===== src/rtl/exu_mul_wb_ctl_if.sv =====
// rtl/exu_mul_wb_ctl_if.sv - issue/freeze/flush, multiplier result and writeback bundle for exu_mul_wb_ctl
//   master: pipeline side (drives issue, freeze, flush, mul_out, wb_ready)
//   slave : exu_mul_wb_ctl (drives wb_*, issue_stall, pend_*)
interface exu_mul_wb_ctl_if #(
    parameter int TAGW = 5
) ();
    logic                mul_issue_valid;
    logic [TAGW-1:0]     mul_issue_rd;
    logic                freeze;
    logic                flush;
    logic [31:0]         mul_out;
    logic                wb_ready;
    logic                wb_valid;
    logic [TAGW-1:0]     wb_rd;
    logic [31:0]         wb_data;
    logic                issue_stall;
    logic [2:0]          pend_valid;
    logic [3*TAGW-1:0]   pend_rd;

    modport master (
        output mul_issue_valid, mul_issue_rd, freeze, flush, mul_out, wb_ready,
        input  wb_valid, wb_rd, wb_data, issue_stall, pend_valid, pend_rd
    );

    modport slave (
        input  mul_issue_valid, mul_issue_rd, freeze, flush, mul_out, wb_ready,
        output wb_valid, wb_rd, wb_data, issue_stall, pend_valid, pend_rd
    );
endinterface


===== src/rtl/exu_mul_wb_ctl.sv =====
// rtl/exu_mul_wb_ctl.sv - tag pipeline and in-order writeback buffer for the 3-stage multiplier
//   clk, rst : clock, synchronous active-high reset
//   bus      : exu_mul_wb_ctl_if.slave (issue, freeze/flush, E3 result, writeback port, stall, pending tags)
module exu_mul_wb_ctl #(
    parameter int DEPTH = 4,
    parameter int TAGW  = 5
) (
    input  logic              clk,
    input  logic              rst,
    exu_mul_wb_ctl_if.slave   bus
);
    localparam int PW = $clog2(DEPTH);
    localparam int CW = PW + 1;

    logic            v_e1_q, v_e2_q, v_e3_q;
    logic            v_e1_d, v_e2_d, v_e3_d;
    logic [TAGW-1:0] rd_e1_q, rd_e2_q, rd_e3_q;
    logic [TAGW-1:0] rd_e1_d, rd_e2_d, rd_e3_d;

    logic [TAGW-1:0] fifo_rd_q   [DEPTH];
    logic [31:0]     fifo_data_q [DEPTH];
    logic [PW-1:0]   wptr_q, wptr_d, rptr_q, rptr_d;
    logic [CW-1:0]   count_q, count_d;

    logic            e3_ret, fifo_ne, fifo_full, pop, push, push_ok;
    logic [CW:0]     occupancy;

    assign e3_ret    = v_e3_q & ~bus.freeze;
    assign fifo_ne   = (count_q != '0);
    assign fifo_full = (count_q == CW'(DEPTH));
    assign pop       = fifo_ne & bus.wb_ready;
    // Bypass only when nothing is buffered and the port takes it this cycle.
    assign push      = e3_ret & ~(~fifo_ne & bus.wb_ready);
    assign push_ok   = push & ~fifo_full;

    // Stage advance; flush still kills E1/E2 while frozen, E3 is committed.
    always_comb begin
        v_e1_d  = v_e1_q & ~bus.flush;
        v_e2_d  = v_e2_q & ~bus.flush;
        v_e3_d  = v_e3_q;
        rd_e1_d = rd_e1_q;
        rd_e2_d = rd_e2_q;
        rd_e3_d = rd_e3_q;
        if (!bus.freeze) begin
            v_e1_d  = bus.mul_issue_valid & ~bus.flush;
            v_e2_d  = v_e1_q & ~bus.flush;
            v_e3_d  = v_e2_q & ~bus.flush;
            rd_e1_d = bus.mul_issue_rd;
            rd_e2_d = rd_e1_q;
            rd_e3_d = rd_e2_q;
        end
    end

    always_comb begin
        wptr_d  = wptr_q;
        rptr_d  = rptr_q;
        count_d = count_q;
        if (push_ok) wptr_d = wptr_q + 1'b1;
        if (pop)     rptr_d = rptr_q + 1'b1;
        case ({push_ok, pop})
            2'b10:   count_d = count_q + 1'b1;
            2'b01:   count_d = count_q - 1'b1;
            default: count_d = count_q;
        endcase
    end

    always_ff @(posedge clk) begin
        if (rst) begin
            v_e1_q  <= 1'b0;
            v_e2_q  <= 1'b0;
            v_e3_q  <= 1'b0;
            rd_e1_q <= '0;
            rd_e2_q <= '0;
            rd_e3_q <= '0;
            wptr_q  <= '0;
            rptr_q  <= '0;
            count_q <= '0;
        end else begin
            v_e1_q  <= v_e1_d;
            v_e2_q  <= v_e2_d;
            v_e3_q  <= v_e3_d;
            rd_e1_q <= rd_e1_d;
            rd_e2_q <= rd_e2_d;
            rd_e3_q <= rd_e3_d;
            wptr_q  <= wptr_d;
            rptr_q  <= rptr_d;
            count_q <= count_d;
        end
    end

    // Storage needs no reset: entries are only visible through count_q.
    always_ff @(posedge clk) begin
        if (push_ok) begin
            fifo_rd_q[wptr_q]   <= rd_e3_q;
            fifo_data_q[wptr_q] <= bus.mul_out;
        end
    end

    // Buffered entries are older than E3, so they always win the port.
    always_comb begin
        bus.wb_valid = fifo_ne | e3_ret;
        bus.wb_rd    = '0;
        bus.wb_data  = '0;
        if (fifo_ne) begin
            bus.wb_rd   = fifo_rd_q[rptr_q];
            bus.wb_data = fifo_data_q[rptr_q];
        end else if (e3_ret) begin
            bus.wb_rd   = rd_e3_q;
            bus.wb_data = bus.mul_out;
        end
    end

    // Every in-flight multiply may still need a FIFO slot, so reserve one for each.
    assign occupancy = {1'b0, count_q} + {{CW{1'b0}}, v_e1_q}
                     + {{CW{1'b0}}, v_e2_q} + {{CW{1'b0}}, v_e3_q};
    assign bus.issue_stall = (occupancy >= (CW+1)'(DEPTH));

    assign bus.pend_valid = {v_e3_q, v_e2_q, v_e1_q};
    assign bus.pend_rd    = {rd_e3_q, rd_e2_q, rd_e1_q};

    a_no_push_full: assert property (@(posedge clk) disable iff (rst) !(push && fifo_full));
endmodule

===== src/flat_wrapper.sv =====
// flat-port wrapper written by rule: the top's interface ports become plain ports
module exu_mul_wb_ctl_flat 
#(
    parameter int DEPTH = 4,
    parameter int TAGW  = 5
)
  (clk, rst, bus_mul_issue_valid, bus_mul_issue_rd, bus_freeze, bus_flush, bus_mul_out, bus_wb_ready, bus_wb_valid, bus_wb_rd, bus_wb_data, bus_issue_stall, bus_pend_valid, bus_pend_rd);
  exu_mul_wb_ctl_if #(.TAGW(TAGW)) bus_i ();
  input  logic clk;
  input  logic rst;
  input wire logic [$bits(bus_i.mul_issue_valid)-1:0] bus_mul_issue_valid;
  input wire logic [$bits(bus_i.mul_issue_rd)-1:0] bus_mul_issue_rd;
  input wire logic [$bits(bus_i.freeze)-1:0] bus_freeze;
  input wire logic [$bits(bus_i.flush)-1:0] bus_flush;
  input wire logic [$bits(bus_i.mul_out)-1:0] bus_mul_out;
  input wire logic [$bits(bus_i.wb_ready)-1:0] bus_wb_ready;
  output wire logic [$bits(bus_i.wb_valid)-1:0] bus_wb_valid;
  output wire logic [$bits(bus_i.wb_rd)-1:0] bus_wb_rd;
  output wire logic [$bits(bus_i.wb_data)-1:0] bus_wb_data;
  output wire logic [$bits(bus_i.issue_stall)-1:0] bus_issue_stall;
  output wire logic [$bits(bus_i.pend_valid)-1:0] bus_pend_valid;
  output wire logic [$bits(bus_i.pend_rd)-1:0] bus_pend_rd;
  assign bus_i.mul_issue_valid = bus_mul_issue_valid;
  assign bus_i.mul_issue_rd = bus_mul_issue_rd;
  assign bus_i.freeze = bus_freeze;
  assign bus_i.flush = bus_flush;
  assign bus_i.mul_out = bus_mul_out;
  assign bus_i.wb_ready = bus_wb_ready;
  assign bus_wb_valid = bus_i.wb_valid;
  assign bus_wb_rd = bus_i.wb_rd;
  assign bus_wb_data = bus_i.wb_data;
  assign bus_issue_stall = bus_i.issue_stall;
  assign bus_pend_valid = bus_i.pend_valid;
  assign bus_pend_rd = bus_i.pend_rd;
  exu_mul_wb_ctl #(.DEPTH(DEPTH), .TAGW(TAGW)) u_core (.clk(clk), .rst(rst), .bus(bus_i));
endmodule

===== config.mk =====
export PLATFORM = sky130hd
export DESIGN_NAME = exu_mul_wb_ctl_flat
export DESIGN_NICKNAME = d
export VERILOG_FILES = /design/src/rtl/exu_mul_wb_ctl_if.sv /design/src/rtl/exu_mul_wb_ctl.sv /design/src/flat_wrapper.sv
export SDC_FILE = /design/constraint.sdc
export NUM_CORES = 1
export LEC_CHECK = 0
export BUFFER_PORTS_ARGS = -buffer_cell sky130_fd_sc_hd__buf_2
export CAP_MARGIN = 5
export CORE_ASPECT_RATIO = 1.4
export CORE_MARGIN = 5
export CORE_UTILIZATION = 45
export DETAILED_ROUTE_END_ITERATION = 12
export GPL_TIMING_DRIVEN = 0
export PLACE_DENSITY = 0.63
export SETUP_SLACK_MARGIN = 0.3
export SLEW_MARGIN = 15
export SYNTH_ARGS = -nofsm -noshare
export SYNTH_HDL_FRONTEND = slang
export SYNTH_SLANG_ARGS = --single-unit

===== constraint.sdc =====
create_clock -name clk -period 6.47 [get_ports clk]
set_input_delay 0.647 -clock clk [delete_from_list [all_inputs] [get_ports clk]]
set_output_delay 0.647 -clock clk [all_outputs]
set_load 0.02 [all_outputs]

# After elaboration in Yosys (flattened, before gate mapping)
# Memory sizes are Yosys's and may differ from the RTL's. A register that Yosys moved wholly into a read port is not among the register bits.
# Index checks and enable logic that the tools add are counted.
# classes
n_addsub	7
n_lt_le_gt_ge	1
n_eq_ne	3
n_mux	13
n_bitwise	14
reduce_logical	2
# op_table
op	n
32-bit 2-to-1 mux	2
5-bit 2-to-1 mux	2
4-bit by 1-bit adder with 4-bit output	2
1-bit bitwise AND	8
2-bit 2-to-1 mux	4
3-bit case mux with 2 select lines	1
1-bit NOT	5
2-bit by 1-bit adder with 2-bit output, second input constant	2
3-bit by 1-bit adder with 4-bit output	1
4-bit by 3-bit greater-or-equal comparator with 1-bit output, second input constant	1
1-bit 2-to-1 mux	4
3-bit by 1-bit adder with 3-bit output, second input constant	1
3-bit == test, second input constant	1
3-bit nonzero test	1
3-bit by 1-bit subtractor with 3-bit output, second input constant	1
2-bit by 1-bit == test with 1-bit output, second input constant	1
2-bit == test, second input constant	1
2-bit nonzero test	1
1-bit OR	1
# totals
reg_bits	25
mem_bits_rw	148
mem_count	2
# mem_list
memory	words	word_bits	rd	rd_ports_with_merged_regs	wr	line	source
u_core.fifo_data_q	4	32	1	1	1	exu_mul_wb_ctl.sv:21	logic [31:0] fifo_data_q [DEPTH];
u_core.fifo_rd_q	4	5	1	1	1	exu_mul_wb_ctl.sv:20	logic [TAGW-1:0] fifo_rd_q [DEPTH];

# Longest topological paths before layout
# depth
word_depth	8
depth_mapped	9
depth_no_buf	9

# Least setup slack after synthesis
# Ideal clock, no wire load.
# synth_path
kind	input -> register
from	input port bus_wb_ready
to	memory u_core.fifo_data_q[0][0] (enable)
t_arrival_ns	2.142
t_required_ns	6.072
path_slack_ns	3.930
path_stages	3
n_path_buf	0
cell_sequence	or2_2 -> a31oi_4 -> and2_1
# synth_via
elab_chain_cells	6
# synth_rtl
item	line	source
start, declared	flat_wrapper.sv:16	input wire logic [$bits(bus_i.wb_ready)-1:0] bus_wb_ready;
1-bit bitwise AND	exu_mul_wb_ctl.sv:33	assign push = e3_ret & ~(~fifo_ne & bus.wb_ready);
1-bit NOT	exu_mul_wb_ctl.sv:33	
1-bit bitwise AND	exu_mul_wb_ctl.sv:33	
1-bit bitwise AND	exu_mul_wb_ctl.sv:34	assign push_ok = push & ~fifo_full;
1-bit 2-to-1 mux	exu_mul_wb_ctl.sv:93	if (push_ok) begin
1-bit 2-to-1 mux (implied by the code)	exu_mul_wb_ctl.sv:95	fifo_data_q[wptr_q] <= bus.mul_out;
end, declared	exu_mul_wb_ctl.sv:21	
# No other way between the ends.

==> results.cfg <==
[clock_tree]
cts-root-buf = clkbuf_16
cts_made_buffers = 17
cts_hold_buf = 0
cts_resized = 0
cts_tree = built
htreeDepth = 4
clk_latency_ns = 0.42
cts_max_path_buffers = 2
cts.reportedPaths.clkPinSlew_ns = 0.06
post_cts_buffers = 0
cts_sinks = 175

[placed_design]
port_buffers = 98
dpl-instance-area_sq_mm = 0.00779
dp_hpwl_um = 8930
gp_congestion = 0.703

[sta]
fmax_ghz = 0.348
max-slew-margin-rel = 0.558
hold_viol = 0
skew_ns = 0.0118
slew_viol_final = 0
final.setup.tns_ns = 0
fin_crit_sh = 0.444
setup_violations = 0
rsz0062_at_grt = no
worst-slew-pin-transition_ns = 0.662
period_needed_ns = 2.87

[floorplanning]
fp.dieH_um = 157
die-area_sq_mm = 0.0181
io_pins = 100
fp-row-count = 53
start_util = 0.461
die_x_um = 115
coreArea_sq_mm = 0.0151

[global_route]
grtUsageTotal = 0.159
overflow = 0
grt_pass1_wl_um = 21500
grt_antenna_before_repair = 1
grt_max_degree = 23
grt_pass1_vias = 3962

[setup_path]
crit_fanout = 10
r2r_slack_ns = 4.28
crit_path_start_kind = register
endpoint_kind = primary output
critPathArrivalTime_ns = 2.23
cp.required_ns = 5.82
crit_type = reg2out

[worst_hold_path]
holdCritPathClass = in2reg

[final_layout]
final_common_cell = edfxtp_1
antenna_cells = 0
design_area_sq_mm = 0.00836
syn_to_final_growth_pct = 19.9
multi_input_area_sq_mm = 0.00179
fillers = 1204
layout.area.seq_sq_mm = 0.00498
final_util = 0.553
final_cell_mix = edfxtp_1 (148), buf_2 (100), a22o_1 (37)
drive_gt1_frac = 0.366
layout.nets = 527

[synth]
netlist_area_sq_mm = 0.00697
synth_top_family_by_area = multiplexers
ys_ff_latch = 175
synth_fa_ha_area_frac = 0.0165
synth_xor_xnor_area_share = 0.00628
synth_cell_types = 28
ys_warn_count = 0
ys_seq_area_frac = 0.715
synthSimpleGateAreaFrac = 0.0280
avgSynthCellArea_sq_um = 19.6
muxShareOfSynthArea = 0.151
synth_compound_area_frac = 0.0538
syn_inst = 355
syn_nets = 406

[detailed_routing]
wl_met1_um = 5770
wirelength_um = 13800
wl_met2_um = 7200
route.met3.wl_um = 700
drt-vias-per-instance = 5.42
vias = 3692
top_layer_used = met5
drc = 0
antenna_left = 0
wl_per_cell_um = 20.3
drt-initial-drc-count = 178
dr.pass1.iters = 5

[status]
status = completed

[power]
power-per-cell-area_mw_per_mm2 = 270
leakage_nw = 3.09
p_total_mw = 2.25
vdd_drop_max_v = 0.000156

[flow_run]
drv_cap = 0
## per-layer routing
layer / GRT usage / up-vias
met5: 0 / -
met4: 0.0475 / 2
met3: 0.0469 / 11
met2: 0.269 / 88
met1: 0.198 / 1906
li1: - / 1685
## cell type report
class,instances,area share
multi-input cells,150,0.214
clock inverters,14,0.0169
flip-flops and latches,175,0.596
plain buffers,24,0.0218
clock buffers,18,0.0513
repair buffers,102,0.0682
well taps,192,0.0287
inverters,6,0.00269
## power by group
group	switching (mW)	internal [mW]
clock network	0.412	0.568
logic	0.0297	0.0186
registers	0.00325	1.22
total	0.445	1.81
## flip-flops by register name (all words and copies together) (netlist names), named ones only
signal,flops
u_core.fifo_data_q,128
u_core.fifo_rd_q,20
u_core.count_q,3
u_core.rd_e2_q,5
u_core.rptr_q,2
u_core.v_e3_q,1
u_core.rd_e1_q,5
u_core.v_e2_q,1
u_core.wptr_q,2
u_core.rd_e3_q,5
u_core.v_e1_q,1
## worst max-delay path, stage by stage (launching register included)
cell	delay (ns)
dfxtp_1	0.31
buf_4	0.19
clkbuf_1	0.53
mux4_2	0.41
a22o_1	0.20
buf_2	0.16
## cells in the mapped netlist
cell      number  share of area
a21oi_1        3         0.0022
a22o_1        37          0.046
a311o_1        1         0.0014
a31oi_4        1         0.0030
and2_1         5         0.0045
buf_2          2         0.0014
buf_4          4         0.0043
buf_6         10          0.016
clkbuf_1       8         0.0043
dfxtp_1       27          0.078
edfxtp_1     148           0.64
fa_1           2         0.0057
ha_1           6          0.011
inv_1          6         0.0032
mux2i_1       18          0.026
mux4_1        11          0.041
mux4_2        26          0.084
nand2b_1       2         0.0018
nand3_1        1        0.00072
nor2_1        24          0.013
nor2_8         1         0.0029
nor3_1         2         0.0014
nor3b_1        1         0.0011
o21ai_0        1        0.00072
or2_2          1        0.00090
or3_1          2         0.0018
xnor2_1        2         0.0025
xor2_1         3         0.0038
## through the flow
step                hold slack, ns  std cells  worst slack (ns)
global route                 0.423        681              3.47
global placement             0.491        645              3.02
CTS                          0.413        681              3.55
detailed placement           0.504        649              3.94
floorplan                    0.474        355              3.93
finish                       0.432        681              3.60
## final timing paths
kind / endpoint / cells past startpoint / startpoint
worst max-delay path: bus_wb_data[12] / 5 / register
worst min-delay path: u_core.v_e2_q$_SDFF_PP0_ / 2 / bus_flush
worst max register to register: u_core.count_q[2]$_SDFFE_PP0P_ / 9 / u_core.count_q[0]$_SDFFE_PP0P_
worst min register to register: u_core.rd_e2_q[4]$_SDFFE_PP0N_ / 2 / u_core.rd_e1_q[4]$_SDFFE_PP0N_
## logic make-up (layout without fill, tap and decap cells)
logic type                 after synthesis  in the layout
DFF                                    175            175
muxes                                   55             55
AOI/OAI and AO/OA                       43             43
and+or+nand+nor                         39             39
buffers and inverters                   30            164
adders and majority gates                8              8
xor gates and xnor gates                 5              5
(Power assumes the default switching activity.)
